[src/rtl/axi_rd_slave128_mem.sv]
// AXI4 128-bit read-channel slave backed by a single-port SRAM with 1-cycle
// read latency. One burst outstanding; two-beat buffering absorbs rready stalls.
module axi_rd_slave128_mem #(
  parameter int unsigned ADDR_W = 40,
  parameter int unsigned ID_W   = 8,
  parameter int unsigned MEM_AW = 16
) (
  input  logic              pll_core_cpuclk,
  input  logic              pad_cpu_rst,
  input  logic              biu_pad_arvalid,
  input  logic [ADDR_W-1:0] biu_pad_araddr,
  input  logic [ID_W-1:0]   biu_pad_arid,
  input  logic [7:0]        biu_pad_arlen,
  input  logic [2:0]        biu_pad_arsize,
  input  logic [1:0]        biu_pad_arburst,
  output logic              pad_biu_arready,
  output logic              pad_biu_rvalid,
  output logic [127:0]      pad_biu_rdata,
  output logic [ID_W-1:0]   pad_biu_rid,
  output logic [1:0]        pad_biu_rresp,
  output logic              pad_biu_rlast,
  input  logic              biu_pad_rready,
  output logic              mem_cen,
  output logic [MEM_AW-1:0] mem_addr,
  input  logic [127:0]      mem_rdata
);

  typedef enum logic {IDLE, BURST} state_t;
  state_t state_q, state_d;

  logic              live_q;
  logic [ID_W-1:0]   id_q;
  logic [ADDR_W-1:0] addr_q;
  logic [7:0]        len_q;
  logic [2:0]        size_q;
  logic [1:0]        burst_q;
  logic              err_q;
  logic [8:0]        issue_cnt;
  logic              inflight_q;
  logic              inflight_last_q;

  logic [127:0]      fifo_data [2];
  logic              fifo_last [2];
  logic              rd_ptr, wr_ptr;
  logic [1:0]        fifo_cnt;

  logic [ADDR_W-1:0] step, wmask, addr_nxt;

  logic ar_hs, r_hs, ar_err, beats_left, issue, push, pop;
  logic [1:0] occ;
  logic [127:0] beat_data;

  assign ar_hs = biu_pad_arvalid & pad_biu_arready;
  assign r_hs  = pad_biu_rvalid & biu_pad_rready;

  assign ar_err = (|biu_pad_araddr[ADDR_W-1:MEM_AW+4])
               || (biu_pad_arburst == 2'b11)
               || (biu_pad_arsize > 3'd4)
               || ((biu_pad_arburst == 2'b10)
                   && !(biu_pad_arlen inside {8'd1, 8'd3, 8'd7, 8'd15}));

  // In-flight read plus buffered beats never exceed the two buffer slots.
  assign occ        = fifo_cnt + {1'b0, inflight_q};
  assign beats_left = (state_q == BURST) && (issue_cnt <= {1'b0, len_q});
  assign issue      = beats_left && (occ < 2'd2);

  // Error bursts flow through the same pipeline with zero data and no SRAM access.
  assign beat_data = err_q ? '0 : mem_rdata;
  // With an empty buffer the returning word is presented directly and only
  // parked in the buffer if the master does not take it this cycle.
  assign push = inflight_q && !((fifo_cnt == 2'd0) && biu_pad_rready);
  assign pop  = (fifo_cnt != 2'd0) && biu_pad_rready;

  assign mem_cen     = !(issue && !err_q);
  assign mem_addr    = addr_q[MEM_AW+3:4];
  assign pad_biu_rid = id_q;

  // FSM state register
  always_ff @(posedge pll_core_cpuclk or posedge pad_cpu_rst) begin
    if (pad_cpu_rst) state_q <= IDLE;
    else             state_q <= state_d;
  end

  // FSM next-state logic
  always_comb begin
    state_d = state_q;
    case (state_q)
      IDLE:    if (ar_hs) state_d = BURST;
      BURST:   if (r_hs && pad_biu_rlast) state_d = IDLE;
      default: state_d = IDLE;
    endcase
  end

  // FSM outputs: AR accepted only in IDLE and not before the first edge out of reset
  always_comb begin
    pad_biu_arready = live_q && (state_q == IDLE);
  end

  // Next beat address for the captured burst type
  always_comb begin
    step  = ADDR_W'(1) << size_q;
    wmask = ((ADDR_W'(len_q) + ADDR_W'(1)) << size_q) - ADDR_W'(1);
    case (burst_q)
      2'b00:   addr_nxt = addr_q;
      2'b10:   addr_nxt = (addr_q & ~wmask) | ((addr_q + step) & wmask);
      default: addr_nxt = addr_q + step;
    endcase
  end

  // Request capture, beat issue and in-flight tracking
  always_ff @(posedge pll_core_cpuclk or posedge pad_cpu_rst) begin
    if (pad_cpu_rst) begin
      live_q          <= 1'b0;
      id_q            <= '0;
      addr_q          <= '0;
      len_q           <= '0;
      size_q          <= '0;
      burst_q         <= '0;
      err_q           <= 1'b0;
      issue_cnt       <= '0;
      inflight_q      <= 1'b0;
      inflight_last_q <= 1'b0;
    end else begin
      live_q     <= 1'b1;
      inflight_q <= issue;
      if (ar_hs) begin
        id_q      <= biu_pad_arid;
        addr_q    <= biu_pad_araddr;
        len_q     <= biu_pad_arlen;
        size_q    <= biu_pad_arsize;
        burst_q   <= biu_pad_arburst;
        err_q     <= ar_err;
        issue_cnt <= '0;
      end else if (issue) begin
        addr_q          <= addr_nxt;
        issue_cnt       <= issue_cnt + 9'd1;
        inflight_last_q <= (issue_cnt == {1'b0, len_q});
      end
    end
  end

  // Two-entry return buffer
  always_ff @(posedge pll_core_cpuclk or posedge pad_cpu_rst) begin
    if (pad_cpu_rst) begin
      for (int unsigned i = 0; i < 2; i++) begin
        fifo_data[i] <= '0;
        fifo_last[i] <= 1'b0;
      end
      rd_ptr   <= 1'b0;
      wr_ptr   <= 1'b0;
      fifo_cnt <= '0;
    end else begin
      if (push) begin
        fifo_data[wr_ptr] <= beat_data;
        fifo_last[wr_ptr] <= inflight_last_q;
        wr_ptr            <= ~wr_ptr;
      end
      if (pop) rd_ptr <= ~rd_ptr;
      fifo_cnt <= fifo_cnt + {1'b0, push} - {1'b0, pop};
    end
  end

  // R channel driven from the buffer head, or the returning word when empty
  always_comb begin
    pad_biu_rvalid = (fifo_cnt != 2'd0) || inflight_q;
    pad_biu_rdata  = '0;
    pad_biu_rlast  = 1'b0;
    pad_biu_rresp  = 2'b00;
    if (fifo_cnt != 2'd0) begin
      pad_biu_rdata = fifo_data[rd_ptr];
      pad_biu_rlast = fifo_last[rd_ptr];
      pad_biu_rresp = err_q ? 2'b10 : 2'b00;
    end else if (inflight_q) begin
      pad_biu_rdata = beat_data;
      pad_biu_rlast = inflight_last_q;
      pad_biu_rresp = err_q ? 2'b10 : 2'b00;
    end
  end

endmodule

[config.mk]
export PLATFORM = sky130hd
export DESIGN_NAME = axi_rd_slave128_mem
export DESIGN_NICKNAME = d
export VERILOG_FILES = /design/src/rtl/axi_rd_slave128_mem.sv
export SDC_FILE = /design/constraint.sdc
export NUM_CORES = 1
export LEC_CHECK = 0
export ABC_AREA = 1
export CORE_ASPECT_RATIO = 1.1
export CORE_UTILIZATION = 50
export DETAILED_ROUTE_END_ITERATION = 8
export PLACE_DENSITY = 0.79
export SLEW_MARGIN = 5
export SYNTH_ARGS = -nofsm -noshare
export SYNTH_HDL_FRONTEND = slang
export SYNTH_SLANG_ARGS = --single-unit
[constraint.sdc]
create_clock -name pll_core_cpuclk -period 19.41 [get_ports pll_core_cpuclk]
set_clock_uncertainty 0.05 [all_clocks]
set_input_delay 4.8525 -clock pll_core_cpuclk [delete_from_list [all_inputs] [get_ports pll_core_cpuclk]]
set_output_delay 4.8525 -clock pll_core_cpuclk [all_outputs]
set_load 0.05 [all_outputs]
==> metrics.md, run 1 <==
| Metric | Value |
|---|---|
| Top_reg_cell synth | `dfrtp_1` |
| Avg Cell Area, Syn | `7.70 µm²` |
| Core area | `32500 µm²` |
| Crit path kind | `in -> out` |
| HPWL Detailed | `32200 µm` |
| Routed WL per cell | `17.6 µm` |
| Mapped Area | `16600 µm²` |
| Final WL | `50300 µm` |
| Biggest area consumer among synthesized cells | `dfrtp_1` |
| Status | `completed` |
| Setup WS post-layout | `7.86 ns` |
| Final nets | `2610` |
| Rows | `69` |
| Ports | `351` |
| Met3 wire len | `3930 µm` |
| CP max-delay cell | `clkdlybuf4s50_1` |
| H-tree depth | `2` |
| Clk buf depth | `3` |
| WL met2 | `23600 µm` |
| Total die area | `34000 µm²` |
| Initial DRC Count | `1442` |
| Clock sink count | `317` |
| Cts repair resizes | `0` |
| Slew of the pin with the lowest slew margin | `1.12 ns` |
| Fmax | `0.0866 GHz` |
| Synth area leaders | `dfrtp_1 48%, nand2_1 14%, o21ai_0 13%` |
| Clk root buf | `clkbuf_16` |
| Final period util | `0.595` |
| Total grt overflow | `0` |
| RSZ-0062 raised after global routing | `false` |
| IO Port Bufs | `349` |
| Post-CTS setup buffer count | `0` |
| Setup WS pre-CTS | `7.88 ns` |
| Final Hold Violating Endpoints | `0` |
| Syn. warnings | `0` |
| GRT Util Overall | `0.295` |
| Min cycle time layout | `11.55 ns` |
| Asr flop ratio synth | `1.00` |
| Arrival @ worst endpoint | `6.64 ns` |
| Cts bufs inserted | `35` |
| First-pass GRT wire length | `81500 µm` |
| Met1 WL | `20700 µm` |
| Post-synthesis cell count | `2161` |
| Max-Cap Viols | `0` |
| Cts hold-fix bufs | `0` |
| Detail Route Antenna Nets | `0` |
| Crit Path Max Fanout | `3` |
| Filler cell count | `2718` |
| TritonCTS clock tree | `yes` |
| Layout area overhead | `27.5%` |
| Initial cell density of the core | `0.511` |
| Worst-path clk slew | `0.06 ns` |
| Setup violators final | `0` |
| Setup crit end kind | `output port` |
| Vias | `16400` |
| Yosys reg bits | `317` |
| Initial antenna violation count | `7` |
| DR vias/cell | `5.75` |
| Gpl congestion | `0.896` |
| CP peak stage delay | `0.89 ns` |
| Die height | `193 µm` |
| Syn Nets | `2376` |
| Most frequent cell after synthesis | `nand2_1` |
| Top cells by count, synth | `606 x nand2_1, 425 x o21ai_0, 317 x dfrtp_1` |
| Drt drc | `0` |
| Sum Neg Setup Slack | `0 ns` |
| Largest net degree at the start of global routing | `188` |
| Worst setup SP type | `input pin` |
| DR pass1 iterations | `5` |
| Top-area cell type share of the netlist area | `0.477` |
| CP dominant cell by count | `clkdlybuf4s50_1` |
| CP required | `14.51 ns` |
| Top layer in use | `met5` |
| Clock latency on the worst-skew pair | `0.51 ns` |
| Share of cells above drive strength 1 | `0.0587` |
| EDFF count, synth | `0` |
| Die W | `176 µm` |
| Min-delay worst type | `reg -> reg` |
| Slew margin rel. | `0.251` |
| Pins Over Slew Limit | `0` |
| Sequential area share after synthesis | `0.477` |
| Netlist cell types | `47` |
| Number of global-route vias before repair | `15900` |
| Crit-path cells | `clkdlybuf4s50_1, nand2_1, o22ai_1, clkdlybuf4s50_1` |
## final timing paths
check	from	endpoint	slack, ns	cells after the start
worst min-delay path	fifo_data[215]$_DFFE_PP0P_	fifo_data[215]$_DFFE_PP0P_	0.43	2
worst max-delay path	mem_rdata[52]	pad_biu_rdata[52]	7.86	4
max in group asynchronous	pad_cpu_rst	rd_ptr$_DFFE_PP0P_	12.61	3
worst min register to register	fifo_data[215]$_DFFE_PP0P_	fifo_data[215]$_DFFE_PP0P_	0.43	2
worst max register to register	size_q[1]$_DFFE_PP0P_	flip-flop	16.01	18
min in group asynchronous	pad_cpu_rst	fifo_data[187]$_DFFE_PP0P_	4.89	2
## metal layers
layer	GRT usage	up-vias
li1	-	7715
met4	0.143	2
met1	0.388	7867
met5	0	-
met2	0.468	696
met3	0.0560	131
## final cells by class
cell class	instances	area (µm²)	share of cell area
multi-input cells	1598	7720	0.364
clock buffers	55	1050	0.0496
inverters	84	338	0.0159
diodes	7	17.5	0.000825
repair buffers	359	3580	0.169
clock inverters	6	48.8	0.00230
well taps	426	533	0.0251
flip-flops and latches	317	7940	0.374
## cell families after synthesis
kind of cell,count (synthesis),share of synthesized area
other,2,0.000451
xor gates and xnor gates,15,0.00789
DFF,317,0.477
muxes,3,0.00203
adders and majority gates,22,0.0170
buffers and inverters,246,0.0601
and+or+nand+nor,942,0.237
AOI/OAI and AO/OA,614,0.199
## cells in the final DEF, fill, tap and decap left out, types with 12 or more instances in the layout
cell type,n
o22ai_1,129
nand3_2,15
nor2_1,188
clkbuf_16,36
nand3_1,61
ha_1,21
o21ai_0,425
nand4_1,12
dfrtp_1,316
nand2_2,18
inv_1,68
a21oi_1,24
nand2_1,605
clkdlybuf4s50_1,349
## sequential cells by signal (all words and copies together), names as in the netlist, 2 cells and up, named ones only
register and flops:
fifo_last 2, fifo_data 256, len_q 8, burst_q 2, issue_cnt 9, pad_biu_rid 8
size_q 3, fifo_cnt 2
## per-stage QoR
step,area (µm²),utilization,std cells,hold WS [ns]
floorplan,16600,-,2161,0.398
global placement,20100,0.618,2784,0.410
detailed placement,20100,0.618,2784,0.417
CTS,21200,0.652,2845,0.433
global route,21200,0.652,2851,0.446
finish,21200,0.652,2852,0.429
## worst max-delay path: cells and delay by family
| kind | cells | cell delay [ns] |
|---|---|---|
| compound gates | 1 | 0.35 |
| buf+inv | 2 | 1.36 |
| simple gates | 1 | 0.09 |
Power of run 1 is left out: the tool's default activity adds up to more than one toggle a clock period on the data nets, which glitch-free logic cannot reach.
==> run 2: changes to the inputs <==
CORE_UTILIZATION = 47   (was 50)
PLACE_DENSITY = 0.77   (was 0.79)
clock period = 9.8 ns   (was 19.41 ns; I/O delays follow)
==> run 2 against run 1 <==
Net effect: global-route usage down 1.5 points; final cell count up 0.35%; routed wire length up 2.1%; sequential share of layout area down 0.27 points; core utilization down 3.4 points; highest routed layer is now met4.
==> metrics.md, run 2 (synthesized netlist as in run 1, its figures left out) <==
| Metric | Value |
|---|---|
| Max reg flops | `256` |
| Crit Path Max Fanout | `3` |
| Clk buf depth | `3` |
| Initial antenna violation count | `1` |
| H-tree depth | `2` |
| Status | `completed` |
| Final nets | `2613` |
| Cts hold-fix bufs | `0` |
| Fmax | `0.148 GHz` |
| Commonest non-fill, non-tap cell in the layout | `nand2_1` |
| Setup violators final | `0` |
| Post-CTS setup buffer count | `0` |
| Die W | `181 µm` |
| CP required | `7.30 ns` |
| Die height | `199 µm` |
| Detail Route Antenna Nets | `0` |
| Clk root buf | `clkbuf_16` |
| Worst setup SP type | `input pin` |
| Final Hold Violating Endpoints | `0` |
| IO Port Bufs | `349` |
| Slew margin rel. | `0.250` |
| Gpl congestion | `0.883` |
| Setup crit end kind | `output port` |
| Clock latency on the worst-skew pair | `0.53 ns` |
| Routed WL per cell | `17.9 µm` |
| Largest registers | `fifo_data x256, issue_cnt x9` |
| Share of cells above drive strength 1 | `0.0631` |
| First-pass GRT wire length | `81900 µm` |
| Register bank with the most flops | `fifo_data` |
| Initial DRC Count | `1343` |
| Initial cell density of the core | `0.482` |
| Worst-path clk slew | `0.06 ns` |
| Layout area overhead | `28.4%` |
| Filler cell count | `2872` |
| Arrival @ worst endpoint | `4.27 ns` |
| Total die area | `36200 µm²` |
| Cts bufs inserted | `36` |
| Crit path kind | `in -> out` |
| Number of global-route vias before repair | `15900` |
| Ports | `351` |
| Min-delay worst type | `reg -> reg` |
| Vias | `16400` |
| Slew of the pin with the lowest slew margin | `1.12 ns` |
| Pins Over Slew Limit | `0` |
| DR vias/cell | `5.73` |
| TritonCTS clock tree | `yes` |
| Clock sink count | `317` |
| Cts repair resizes | `0` |
| RSZ-0062 raised after global routing | `false` |
| Total grt overflow | `0` |
| Final WL | `51300 µm` |
| Rows | `71` |
| Min cycle time layout | `6.77 ns` |
| Largest net degree at the start of global routing | `192` |
| Drt drc | `0` |
| Reg-to-reg setup timing slack | `6.42 ns` |
| Most frequent cells in the layout | `605 x nand2_1, 425 x o21ai_0, 349 x clkdlybuf4s50_1, 316 x dfrtp_1, 188 x nor2_1` |
| HPWL Detailed | `32200 µm` |
| GRT Util Overall | `0.280` |
| Max-Cap Viols | `0` |
| Sum Neg Setup Slack | `0 ns` |
| DR pass1 iterations | `5` |
| Core area | `34600 µm²` |
| Final period util | `0.691` |
==> run 2: per-layer routing <==
layer	share of wire	up-vias	track usage
li1	-	7700	-
met1	0.41	7939	0.354
met2	0.49	656	0.479
met3	0.069	105	0.0492
met4	0.033	0	0.110
met5	0	-	0
==> run 2: final timing paths <==
check,start,to,cells after the start
setup / recovery,mem_rdata[101],pad_biu_rdata[101],4
min in group asynchronous,pad_cpu_rst,fifo_data[59]$_DFFE_PP0P_,3
setup reg to reg,size_q[1]$_DFFE_PP0P_,flip-flop,18
hold / removal,fifo_data[222]$_DFFE_PP0P_,fifo_data[222]$_DFFE_PP0P_,2
hold reg to reg,fifo_data[222]$_DFFE_PP0P_,fifo_data[222]$_DFFE_PP0P_,2
max in group asynchronous,pad_cpu_rst,fifo_data[217]$_DFFE_PP0P_,4
==> run 2: layout make-up <==
class | count | area (µm²) | share of cell area
antenna | 1 | 2.50 | 0.000117
clock buffer | 53 | 1110 | 0.0517
clock inverter | 10 | 136 | 0.00638
inverter | 84 | 334 | 0.0156
multi-input combinational | 1598 | 7720 | 0.361
sequential | 317 | 7940 | 0.371
tap | 438 | 548 | 0.0256
timing repair buffer | 361 | 3600 | 0.168
==> run 2: worst max-delay path, stage by stage <==
cell and delay (ns):
clkdlybuf4s50_1 0.47, nand2_1 0.08, o22ai_1 0.39, clkdlybuf4s50_1 0.88
==> run 2: per-stage QoR <==
stage	instances	area, µm²	hold WS (ns)	util	worst slack, ns
3_3_place_gp	2798	20100	0.410	0.583	3.08
6_report	2862	21400	0.426	0.619	3.03
5_1_grt	2862	21400	0.445	0.619	2.98
4_1_cts	2861	21400	0.432	0.619	3.04
2_1_floorplan	2161	16600	0.398	-	3.08
3_5_place_dp	2798	20100	0.417	0.583	3.05
Power of run 2 is left out for the same reason.
==> run 3: changes to the inputs <==
clock period = 5.4 ns   (was 9.8 ns; I/O delays follow)
==> run 3 against run 2 <==
Net effect: first-iteration DRC count is 2.9% lower; flip-flop and latch count stayed put; via count is 0.21% lower; routed wire length is 0.40% lower; design area is 0.35% higher; critical path type is now reg -> out; setup slack worse by 2.5 ns; core utilization is 0.21 points higher; final cell count is 0.42% higher.
==> metrics.md, run 3 (synthesized netlist as in run 1, its figures left out) <==
| Metric | Value |
|---|---|
| Status | `completed` |
| Crit-path cells | `nor2_1, inv_2, buf_4, o21ai_0, o22ai_1, clkdlybuf4s50_1` |
| Worst-path clk slew | `0.06 ns` |
| CP max-delay cell | `clkdlybuf4s50_1` |
| Gpl congestion | `0.925` |
| Top delay family on crit path | `buffers and inverters` |
| Crit Path Max Fanout | `48` |
| Multi-input logic area | `7720 µm²` |
| Buffer and inverter count on the worst path | `3` |
| Cts hold-fix bufs | `0` |
| Most frequent cells in the layout | `605 x nand2_1, 425 x o21ai_0, 349 x clkdlybuf4s50_1, 316 x dfrtp_1, 188 x nor2_1` |
| H-tree depth | `2` |
| Rows | `71` |
| Setup violators final | `0` |
| Register bank with the most flops | `fifo_data` |
| Final period util | `0.909` |
| Share of cells above drive strength 1 | `0.0670` |
| Total die area | `36200 µm²` |
| Initial cell density of the core | `0.482` |
| Post-CTS setup buffer count | `0` |
| CP required | `4.00 ns` |
| Layout area overhead | `28.9%` |
| Max reg flops | `256` |
| TritonCTS clock tree | `yes` |
| Clock latency on the worst-skew pair | `0.51 ns` |
| Initial antenna violation count | `4` |
| Core area | `34600 µm²` |
| Die W | `181 µm` |
| Fmax | `0.204 GHz` |
| IO Port Bufs | `349` |
| Cts bufs inserted | `35` |
| Commonest non-fill, non-tap cell in the layout | `nand2_1` |
| DR pass1 iterations | `6` |
| Clock sink count | `317` |
| CP peak stage delay | `0.87 ns` |
| GRT Util Overall | `0.282` |
| Max-Cap Viols | `0` |
| Min-delay worst type | `reg -> reg` |
| Number of global-route vias before repair | `15900` |
| Setup crit end kind | `output port` |
| HPWL Detailed | `33300 µm` |
| Slew of the pin with the lowest slew margin | `0.980 ns` |
| Register area | `7940 µm²` |
| RSZ-0062 raised after global routing | `false` |
| Initial DRC Count | `1304` |
| Slew margin rel. | `0.344` |
| Detail Route Antenna Nets | `0` |
| Arrival @ worst endpoint | `3.51 ns` |
| Min cycle time layout | `4.91 ns` |
| Die height | `199 µm` |
| Final Hold Violating Endpoints | `0` |
| Filler cell count | `2958` |
| Worst setup SP type | `flip-flop` |
| Final nets | `2623` |
| Drt drc | `0` |
| Pins Over Slew Limit | `0` |
| First-pass GRT wire length | `82600 µm` |
| Largest registers | `fifo_data x256, issue_cnt x9` |
| Clk root buf | `clkbuf_16` |
| Total grt overflow | `0` |
| Crit path kind | `reg -> out` |
| Final WL | `51100 µm` |
| Post-layout util | `0.621` |
| Routed WL per cell | `17.8 µm` |
| Largest net degree at the start of global routing | `135` |
| Cts repair resizes | `0` |
| Ports | `351` |
| Clk buf depth | `3` |
| Vias | `16400` |
| DR vias/cell | `5.69` |
run 3: cell count changes in the layout (fill, tap and decap cells not counted), sizes merged:
| cell | previous run | this run |
|---|---|---|
| buf | 12 | 23 |
| clkinv | 4 | 12 |
| clkbuf | 53 | 48 |
| clkinvlp | 3 | 1 |
| bufinv | 3 | 2 |
| diode | 1 | 2 |
run 3: layout make-up:
class	instances	share of cell area
Timing Repair Buffer	372	0.175
Antenna cell	2	0.000233
Multi-Input combinational cell	1598	0.360
Tap cell	438	0.0255
Clock buffer	48	0.0474
Inverter	84	0.0156
Sequential cell	317	0.370
Clock inverter	15	0.00653
run 3: worst reg2reg max path, cell delays in order (launching register included):
cell      delay [ns]
dfrtp_1         0.57
inv_1           0.40
nand2_1         0.13
nor2_1          0.20
fa_1            0.26
nand2_1         0.07
nand2_1         0.08
o21a_1          0.15
nand4_1         0.09
o211ai_1        0.20
nand2_1         0.12
nor3_1          0.51
nand4_1         0.15
nand2_1         0.10
nor2_1          0.05
nand2_1         0.06
nand2_1         0.05
nand2_1         0.05
nand2_1         0.05
run 3: worst paths after layout:
check / startpoint / to / slack [ns] / cells after the start
worst max-delay path: fifo_cnt[1]$_DFF_PP0_ / pad_biu_rdata[47] / 0.49 / 6
worst min-delay path: fifo_data[176]$_DFFE_PP0P_ / fifo_data[176]$_DFFE_PP0P_ / 0.43 / 2
worst max register to register: size_q[1]$_DFFE_PP0P_ / flip-flop / 1.97 / 18
worst min register to register: fifo_data[176]$_DFFE_PP0P_ / fifo_data[176]$_DFFE_PP0P_ / 0.43 / 2
max in group asynchronous: pad_cpu_rst / fifo_data[200]$_DFFE_PP0P_ / 2.90 / 3
min in group asynchronous: pad_cpu_rst / fifo_data[194]$_DFFE_PP0P_ / 1.15 / 2
run 3: per-stage QoR:
stage / hold slack (ns) / cells / worst slack, ns / cell area [µm²] / TNS (ns)
final: 0.429 / 2874 / 0.492 / 21500 / 0
after global routing: 0.454 / 2874 / 0.388 / 21500 / 0
after CTS: 0.432 / 2872 / 0.513 / 21400 / 0
after detailed placement: 0.417 / 2809 / 0.918 / 20300 / 0
after global placement: 0.410 / 2809 / 0.948 / 20300 / 0
after floorplan: 0.398 / 2161 / -0.225 / 16600 / -71.27
run 3: per-layer routing:
metal / GRT usage / wire length [µm]
met1: 0.371 / 21200
met4: 0.111 / 1830
met3: 0.0441 / 3730
met5: 0 / 10
met2: 0.467 / 24300
Power of run 3 is left out for the same reason.
